--- src/rtl/cp0_ctrl.sv ---
// MIPS CP0: Count/Compare timer, Status/Cause/EPC/PRId, interrupt masking, exception entry and ERET.
// Reads are combinational, state updates land on the next edge; no flow control, every input is consumed the cycle it is presented.
module cp0_ctrl #(
  parameter int          NUM_HW_INT = 6,
  parameter int          COUNT_DIV  = 2,
  parameter logic [31:0] PRID       = 32'h0000_0000
) (
  input  logic                  Clk,
  input  logic                  Reset,
  input  logic [4:0]            RegIdx,
  input  logic [31:0]           DataIn,
  input  logic                  CP0Write,
  output logic [31:0]           DataOut,
  input  logic                  Exception,
  input  logic [4:0]            ExcCode,
  input  logic [31:0]           ExcPC,
  input  logic                  InDelaySlot,
  input  logic                  Eret,
  input  logic [NUM_HW_INT-1:0] HwInt,
  output logic [31:0]           EPC,
  output logic                  IntReq,
  output logic                  ExlOut
);

  localparam logic [4:0] IDX_COUNT   = 5'd9;
  localparam logic [4:0] IDX_COMPARE = 5'd11;
  localparam logic [4:0] IDX_STATUS  = 5'd12;
  localparam logic [4:0] IDX_CAUSE   = 5'd13;
  localparam logic [4:0] IDX_EPC     = 5'd14;
  localparam logic [4:0] IDX_PRID    = 5'd15;
  localparam logic [3:0] PRESC_LAST  = 4'(COUNT_DIV - 1);

  logic [3:0]            presc;
  logic [31:0]           count;
  logic [31:0]           compare;
  logic [31:0]           epc_q;
  logic [7:0]            im;
  logic                  exl;
  logic                  ie;
  logic                  bd;
  logic                  ti;
  logic [1:0]            ip_sw;
  logic [NUM_HW_INT-1:0] hw_q;
  logic [4:0]            exc_code;

  logic        tick;
  logic [31:0] count_inc;
  logic [7:0]  ip;
  logic        wr_count, wr_compare, wr_status, wr_cause, wr_epc;

  assign tick       = (presc == PRESC_LAST);
  assign count_inc  = count + 32'd1;
  assign wr_count   = CP0Write && (RegIdx == IDX_COUNT);
  assign wr_compare = CP0Write && (RegIdx == IDX_COMPARE);
  assign wr_status  = CP0Write && (RegIdx == IDX_STATUS);
  assign wr_cause   = CP0Write && (RegIdx == IDX_CAUSE);
  assign wr_epc     = CP0Write && (RegIdx == IDX_EPC);

  // Timer interrupt shares the top IP bit with the highest hardware line.
  always_comb begin
    ip                    = 8'h00;
    ip[1:0]               = ip_sw;
    ip[2 +: NUM_HW_INT]   = hw_q;
    ip[7]                 = ip[7] | ti;
  end

  always_ff @(posedge Clk) begin
    if (Reset) begin
      presc    <= 4'd0;
      count    <= 32'd0;
      compare  <= 32'd0;
      epc_q    <= 32'd0;
      im       <= 8'h00;
      exl      <= 1'b0;
      ie       <= 1'b0;
      bd       <= 1'b0;
      ti       <= 1'b0;
      ip_sw    <= 2'b00;
      hw_q     <= '0;
      exc_code <= 5'd0;
    end else begin
      hw_q <= HwInt;

      if (wr_count) begin
        count <= DataIn;
        presc <= 4'd0;
      end else begin
        presc <= tick ? 4'd0 : presc + 4'd1;
        if (tick)
          count <= count_inc;
      end

      if (wr_compare) begin
        compare <= DataIn;
        ti      <= 1'b0;
      end else if (tick && !wr_count && (count_inc == compare)) begin
        ti <= 1'b1;
      end

      if (wr_status) begin
        im  <= DataIn[15:8];
        exl <= DataIn[1];
        ie  <= DataIn[0];
      end

      if (wr_cause)
        ip_sw <= DataIn[9:8];

      // Later assignments take precedence: exception over ERET over MTC0.
      if (wr_epc && !Exception)
        epc_q <= DataIn;

      if (Exception) begin
        exl      <= 1'b1;
        exc_code <= ExcCode;
        if (!exl) begin
          epc_q <= InDelaySlot ? ExcPC - 32'd4 : ExcPC;
          bd    <= InDelaySlot;
        end
      end else if (Eret) begin
        exl <= 1'b0;
      end
    end
  end

  always_comb begin
    DataOut = 32'd0;
    case (RegIdx)
      IDX_COUNT:   DataOut = count;
      IDX_COMPARE: DataOut = compare;
      IDX_STATUS:  DataOut = {16'd0, im, 6'd0, exl, ie};
      IDX_CAUSE:   DataOut = {bd, ti, 14'd0, ip, 1'b0, exc_code, 2'b00};
      IDX_EPC:     DataOut = epc_q;
      IDX_PRID:    DataOut = PRID;
      default:     DataOut = 32'd0;
    endcase
  end

  assign EPC    = epc_q;
  assign ExlOut = exl;
  assign IntReq = ie & ~exl & (|(ip & im));

endmodule

--- config.mk ---
export PLATFORM = sky130hd
export DESIGN_NAME = cp0_ctrl
export DESIGN_NICKNAME = d
export VERILOG_FILES = /design/src/rtl/cp0_ctrl.sv
export SDC_FILE = /design/constraint.sdc
export NUM_CORES = 1
export LEC_CHECK = 0
export CORE_ASPECT_RATIO = 0.6
export CORE_MARGIN = 5
export CORE_UTILIZATION = 25
export DETAILED_ROUTE_END_ITERATION = 10
export HOLD_SLACK_MARGIN = 0.02
export PLACE_DENSITY = 0.5
export SKIP_CTS_REPAIR_TIMING = 1
export SLEW_MARGIN = 10
export SYNTH_ARGS = -nofsm -noshare
export SYNTH_HDL_FRONTEND = slang
export SYNTH_SLANG_ARGS = --single-unit
--- constraint.sdc ---
create_clock -name Clk -period 3.8 [get_ports Clk]
set_input_delay 0.76 -clock Clk [delete_from_list [all_inputs] [get_ports Clk]]
set_output_delay 0.76 -clock Clk [all_outputs]
set_load 0.01 [all_outputs]
=== Yosys cells after proc, flatten, opt, wreduce, memory -nomap -nowiden ===
Cells that the tools add are included.

* Add/sub/neg operators: 3
* Multipliers: 0
* Divide/modulo/power cells: 0
* $lt $le $gt $ge: 0
* Equality and inequality tests: 7
* Shifts and indexed selects: 0
* Mux-type cells: 10
* Bitwise logic cells: 5
* Reductions and logical operators: 16

{| class="wikitable"
|+ Operator list
! cell !! count
|-
| $mux 32 || 6
|-
| $pmux 32 s5 || 1
|-
| $add 32x1->32 const B || 1
|-
| $eq 32x32->1 || 1
|-
| $sub 32x3->32 const B || 1
|-
| $eq 5x4->1 const B || 5
|-
| $and 8x8->8 || 1
|-
| $logic_and 1x1->1 || 8
|-
| $reduce_or 8->1 || 1
|-
| $add 4x1->4 const B || 1
|-
| $eq 4x1->1 const B || 1
|-
| $mux 1 || 3
|-
| $reduce_bool 3->1 || 1
|-
| $reduce_or 3->1 || 1
|-
| $and 1x1->1 || 2
|-
| $logic_not 1->1 || 2
|-
| $reduce_and 2->1 || 1
|-
| $reduce_bool 2->1 || 1
|-
| $reduce_or 2->1 || 1
|-
| $not 1->1 || 1
|-
| $or 1x1->1 || 1
|}

* Register bits: 125
* Latch bits: 0
* Bits in writable memories: 0
* Bits in read-only memories: 0
* Input bits: 86
* Output and inout bits: 66
* Word-level logic and storage cells: 53
* Memories: 0

=== Logic depth before layout (Yosys ltp) ===
Gate-level depths: netlist (run 1).

* Depth after elaboration: 6
* Depth in mapped cells: 10
* Depth with buffers taken out: 10

=== Least setup slack after synthesis (run 1) ===
No wires, ideal clock.

* Kind: input to output
* Start point: input port RegIdx[3]
* End point: output port DataOut[16]
* Arrival time: 2.008 ns
* Data required time: 3.040 ns
* Setup slack: 1.032 ns
* Cell stages on the path: 7
* Buffers on the path: 2
* Path through: nor2b_1 and3_1 and2_0 clkbuf_1 clkbuf_1 a222oi_1 inv_1

* Longest elaborated chain between the ends: 2
* Elaborated cells between the ends (all ways): 6
* Those cells by class: eq/ne (5); mux (1)

{| class="wikitable"
|+ RTL lines
! what !! line !! text
|-
| start: declaration || 10 || <nowiki>input logic [4:0] RegIdx,</nowiki>
|-
| $eq 5x4->1 || 128 || <nowiki>case (RegIdx)</nowiki>
|-
| $pmux 32 s5 * || 128 ||
|-
| end: declaration || 13 || <nowiki>output logic [31:0] DataOut,</nowiki>
|}

Mark *: on every way between the ends. The rest lies on a longest branch, timed or not.

=== Worst setup path in the final report (run 1) ===
* Start point: input port RegIdx[3]
* End point: output port DataOut[19]

The elaborated chain is that of the path after synthesis.

==> results.md, run 1 <==
- TritonCTS Buffers: 17
- Max Root-Sink Buffers: 2
- Tot GR Track Use: 0.184
- Reg2reg end: ti$_SDFFE_PP0P_
- Area delta synth->final: 35.4%
- Post-Syn Instances: 964
- Slew @ Worst Pin: 0.796 ns
- Row cnt: 48
- Pin count of the biggest net entering global routing: 70
- Die extent in x: 233 um
- Worst vdd ir: 0.216 mV
- Post-synth top area share: 0.337
- Post-synthesis sequential area ratio: 0.337
- Syn Std Cell Area: 7430 um2
- Synth top area cells: dfxtp_1 (34%), nand2_1 (7.4%), xor2_1 (6.0%), xnor2_1 (5.8%), nor2_1 (5.6%)
- Remaining global-route overflow: 0
- Initial Utilization: 0.256
- Initial antenna violation count: 2
- Synth area leader: dfxtp_1
- CP Launch Type: input pin
- Fin. Hold Viols: 0
- Area after DPL: 9360 um2
- Yosys warns: 0
- Worst setup startpoint: RegIdx[3]
- Pwr Density: 383 nW/um2
- Min-delay worst type: reg -> reg
- Cell area after layout: 10100 um2
- Hold depth: 2
- Critical path data required time: 3.04 ns
- Full die area: 33400 um2
- Crit path arrival time: 2.91 ns
- Placer Congestion: 0.877
- EDFF count, synth: 0
- Final HPWL DP: 23900 um
- Static Leak: 0.00358 uW
- Final setup violation count: 0
- Synth cell types: 62
- CP endpoint kind: primary output
- Nets@finish: 1172
- Status: complete, no violations
- Antenna Violating Nets Remaining: 0
- Buffers on Ports: 151
- Share of layout cells above drive strength 1: 0.0731
- CTS H-tree lvls: 4
- Seq cells post-synth: 125
- Worst R2R Start: count[3]$_SDFFE_PP0P_
- Vias per cell: 5.14
- Worst hold path startpoint: bd$_SDFFE_PP0P_
- Ys async rst share: 0
- RSZ-0062 raised after global routing: no
- Cells on worst reg2reg path: 8
- CTS tree: done
- Crit path time final: 3.67 ns
- Clk_lat worst skew: 0.42 ns
- Overall power: 3860 uW
- Tcrit/Tclk final: 0.967
- Final Slew Violations: 0
- Crit path kind: in -> out
- Post-synth top flop: dfxtp_1
- Detailed-route via count: 7691
- First-pass GRT wire length: 46500 um
- DR iter-0 viols: 826
- Detailed Route WL: 31200 um
- DRT Pass-1 Iters: 5
- Vias in the first global route: 7200
- Worst Path Max Fanout: 21
- Die H: 144 um
- Slew headroom: 0.469
- IO Pins: 152
- Flop2flop setup slack: 0.75 ns
- Syn Area/Cell: 7.71 um2
- Drt wl/cell: 20.9 um
- Net count after synthesis: 1054
- Root buf cell: clkbuf_16
- Max Clk Rate: 0.272 GHz
- MaxCap Viol Count: 0
- Hold endpoint: bd$_SDFFE_PP0P_
- Final clock skew: 0.00803 ns
- Num Clock Sinks: 125
- Drt drc: 0
- Core Footprint: 29000 um2
- Clk slew on worst S/H paths: 0.06 ns
==> worst max-delay path, cell delays in order <==
cell and delay, ns:
clkdlybuf4s50_1 0.39, nor2b_2 0.17, and3_1 0.19, and2_0 0.21, buf_12 0.19, a222oi_1 0.43
inv_1 0.08, clkdlybuf4s50_1 0.49
==> cells in the final DEF, fill, tap and decap left out, drive strengths merged, types with 12 or more instances in the layout <==
cell,netlist,final
nor2,110,110
inv,23,23
a211oi,40,40
xnor2,49,49
dfxtp,125,125
mux2i,21,21
a311oi,13,13
o22ai,12,12
nand4,21,21
clkdlybuf4s50,0,147
xor2,51,51
nand3,36,36
nand2,147,147
nor4,14,14
a21oi,54,54
nor3,27,27
clkbuf,60,18
a222oi,16,16
buf,20,29
o21ai,19,19
a22oi,19,19
==> area by class of cell <==
cell class / count / area, um2
Timing Repair Buffer: 179 / 1760
Fill cell: 3003 / 18900
Clock inverter: 14 / 267
Inverter: 23 / 86.3
Clock buffer: 18 / 429
Antenna cell: 1 / 2.50
Multi-Input combinational cell: 736 / 4520
Tap cell: 400 / 500
Sequential cell: 125 / 2500
==> metal layers <==
| layer | up-vias | share of wire | global-route usage |
|---|---|---|---|
| met1 | 3734 | 0.51 | 0.285 |
| met3 | 24 | 0.072 | 0.0442 |
| li1 | 3685 | - | - |
| met4 | 0 | 0.012 | 0.0407 |
| met5 | - | 0 | 0 |
| met2 | 248 | 0.41 | 0.255 |
==> cell families after synthesis <==
family                     synth area share
buffers and inverters                0.0571
muxes                                0.0283
AOI/OAI and AO/OA                     0.189
adders and majority gates           0.00673
xor gates and xnor gates              0.118
DFF                                   0.337
and+or+nand+nor                       0.264
==> per-stage QoR <==
step	util	setup WS, ns	hold WS [ns]	TNS, ns	std cells
final	0.347	0.125	0.461	0	1496
after global routing	0.347	0.0305	0.499	0	1496
after CTS	0.347	0.0430	0.464	0	1495
after detailed placement	0.323	0.0495	0.456	0	1463
after global placement	0.323	-0.00136	0.453	-0.00136	1463
after floorplan	-	1.03	0.433	0	964
==> worst max path at each step <==
stage                  end  slack (ns)  depth (start not counted)
2_1_floorplan  DataOut[16]        1.03                          7
3_3_place_gp   DataOut[18]      -0.001                          8
3_5_place_dp   DataOut[18]        0.05                          8
4_1_cts        DataOut[18]        0.04                          8
5_1_grt        DataOut[15]        0.03                          8
6_report       DataOut[19]        0.13                          8
==> Yosys cell counts, drive strengths merged, types with 14 or more instances <==
cell,number
a211oi,40
a222oi,16
mux2i,21
buf,20
nand2,147
a21oi,54
o21ai,19
nor4,14
nand3,36
a22oi,19
clkbuf,60
nor2,110
nor3,27
xnor2,49
nand4,21
dfxtp,125
xor2,51
inv,23
==> sequential cells by signal (all words and copies together) (netlist names) <==
name	cells
EPC	32
ExlOut	1
bd	1
compare	32
count	32
exc_code	5
hw_q	6
ie	1
im	8
ip_sw	2
presc	4
ti	1
==> power breakdown <==
part / switching [uW] / total (uW) / leakage (uW) / internal, uW
sequential: 69.2 / 1430 / 0.00102 / 1360
clock: 647 / 1950 / 0.000323 / 1300
combinational: 254 / 480 / 0.00224 / 226
total: 971 / 3860 / 0.00358 / 2890
Power figures use the tool's default switching activity.
==> inputs of run 2 (changes only) <==
Settings changed: CORE_MARGIN 5 to 2, CORE_UTILIZATION 25 to 45, PLACE_DENSITY 0.5 to 0.76, SKIP_LAST_GASP set to 1.
==> results.md, run 2 (synthesis gave the netlist of run 1 again) <==
- Status: complete, no violations
- CP peak stage delay: 0.59 ns
- Worst vdd ir: 0.186 mV
- Cells on worst reg2reg path: 9
- Min-delay worst type: reg -> reg
- Commonest cells after routing, fill and taps aside: clkdlybuf4s50_1 (150), nand2_1 (147), dfxtp_1 (125)
- Non-filler cells in the finished layout: 1300
- Crit path time final: 3.69 ns
- Area delta synth->final: 30.3%
- First-pass GRT wire length: 40500 um
- Max Clk Rate: 0.271 GHz
- TritonCTS Buffers: 17
- Worst R2R Start: count[0]$_SDFFE_PP0P_
- Critical path data required time: 3.04 ns
- Fin. Hold Viols: 0
- Tcrit/Tclk final: 0.970
- Clk_lat worst skew: 0.41 ns
- DRT Pass-1 Iters: 8
- Final setup violation count: 0
- Crit-path cells: clkdlybuf4s50_1 > buf_4 > nand3b_1 > nor2_1 > buf_12 > a22oi_1 > o21ai_0 > clkdlybuf4s50_1
- Share of power burned in registers: 0.406
- Antenna Violating Nets Remaining: 0
- Final clock skew: 0.00913 ns
- Pin count of the biggest net entering global routing: 88
- Commonest non-fill, non-tap cell in the layout: clkdlybuf4s50_1
- CP endpoint kind: primary output
- Pwr Density: 365 nW/um2
- Remaining global-route overflow: 0
- Core Footprint: 16200 um2
- Drt wl/cell: 20.4 um
- CP Launch Type: input pin
- Clk slew on worst S/H paths: 0.06 ns
- Initial Utilization: 0.458
- Vias per cell: 6.09
- P_int: 2620 uW
- Root buf cell: clkbuf_16
- Slew @ Worst Pin: 0.936 ns
- TNS Setup: 0 ns
- MaxCap Viol Count: 0
- RSZ-0062 raised after global routing: no
- Nets@finish: 1168
- Tot GR Track Use: 0.296
- Detailed Route WL: 26500 um
- Most common cell on crit path: clkdlybuf4s50_1
- Worst Path Max Fanout: 24
- Die extent in x: 170 um
- Vias in the first global route: 6977
- Share of layout cells above drive strength 1: 0.0678
- Fillers: 1463
- Max Root-Sink Buffers: 2
- DR iter-0 viols: 1049
- Final HPWL DP: 19500 um
- Flop2flop setup slack: 0.73 ns
- Clock power frac: 0.465
- Combinational Power Share: 0.129
- Detailed-route via count: 7918
- Static Leak: 0.00347 uW
- Row cnt: 36
- Crit path kind: in -> out
- Final Slew Violations: 0
- Full die area: 17600 um2
- Slew headroom: 0.376
- Sw frac: 0.259
- Antenna cells: 0
- IO Pins: 152
- Hold depth: 2
- Die H: 104 um
- CTS H-tree lvls: 4
- Initial antenna violation count: 0
- Worst hold path startpoint: im[3]$_SDFFE_PP0P_
- CTS tree: done
- Crit path arrival time: 2.93 ns
- Hold endpoint: im[3]$_SDFFE_PP0P_
- Placed Cells: 1268
- Buffers on Ports: 151
- Placer Congestion: 0.933
- Drt drc: 0
- Psw: 913 uW
- Slowest CP cell: clkdlybuf4s50_1
- Reg2reg end: ti$_SDFFE_PP0P_
- Num Clock Sinks: 125
[run 2: area by class of cell]
type	count	area (um2)	share of cell area
Timing Repair Buffer	175	1730	0.178
Clock buffer	23	488	0.0504
Sequential cell	125	2500	0.258
Inverter	23	86.3	0.00891
Tap cell	209	262	0.0270
Clock inverter	9	110	0.0114
Multi-Input combinational cell	736	4510	0.466
[run 2: worst max-delay path by stage]
stage,end,cells after the start,startpoint
after floorplan,DataOut[16],7,RegIdx[3]
after global placement,DataOut[30],8,RegIdx[3]
after detailed placement,DataOut[30],8,RegIdx[3]
after CTS,DataOut[30],8,RegIdx[3]
after global routing,DataOut[17],8,RegIdx[3]
final,DataOut[30],8,RegIdx[2]
[run 2: power by group through the flow]
stage | logic [uW] | clock network (uW) | registers, uW
floorplan | 201 | 0 | 1430
global placement | 441 | 0 | 1460
detailed placement | 445 | 0 | 1460
CTS | 448 | 1650 | 1430
global route | 484 | 1700 | 1440
finish | 455 | 1640 | 1440
[run 2: metrics by stage]
| step | utilization | total power (uW) | instance area (um2) | hold slack (ns) | setup slack, ns |
|---|---|---|---|---|---|
| after floorplan | - | 1630 | 7430 | 0.433 | 1.03 |
| after global placement | 0.560 | 1900 | 9090 | 0.456 | 0.167 |
| after CTS | 0.597 | 3520 | 9690 | 0.476 | 0.116 |
| final | 0.598 | 3530 | 9690 | 0.481 | 0.113 |
| after global routing | 0.598 | 3620 | 9690 | 0.499 | 0.0329 |
| after detailed placement | 0.560 | 1900 | 9090 | 0.464 | 0.117 |
[run 2: layer usage]
layer	vias to the layer above	global-route usage	routed length (um)
met1	3720	0.440	11500
met5	-	0	0
met2	495	0.385	10400
li1	3672	-	-
met3	31	0.132	4260
met4	0	0.0635	284
[run 2: critical path: cells and delay by family]
kind	cells	cell delay, ns
buffers and inverters	4	1.51
AND/OR/NAND/NOR	2	0.42
AO/OA/AOI/OAI	2	0.22
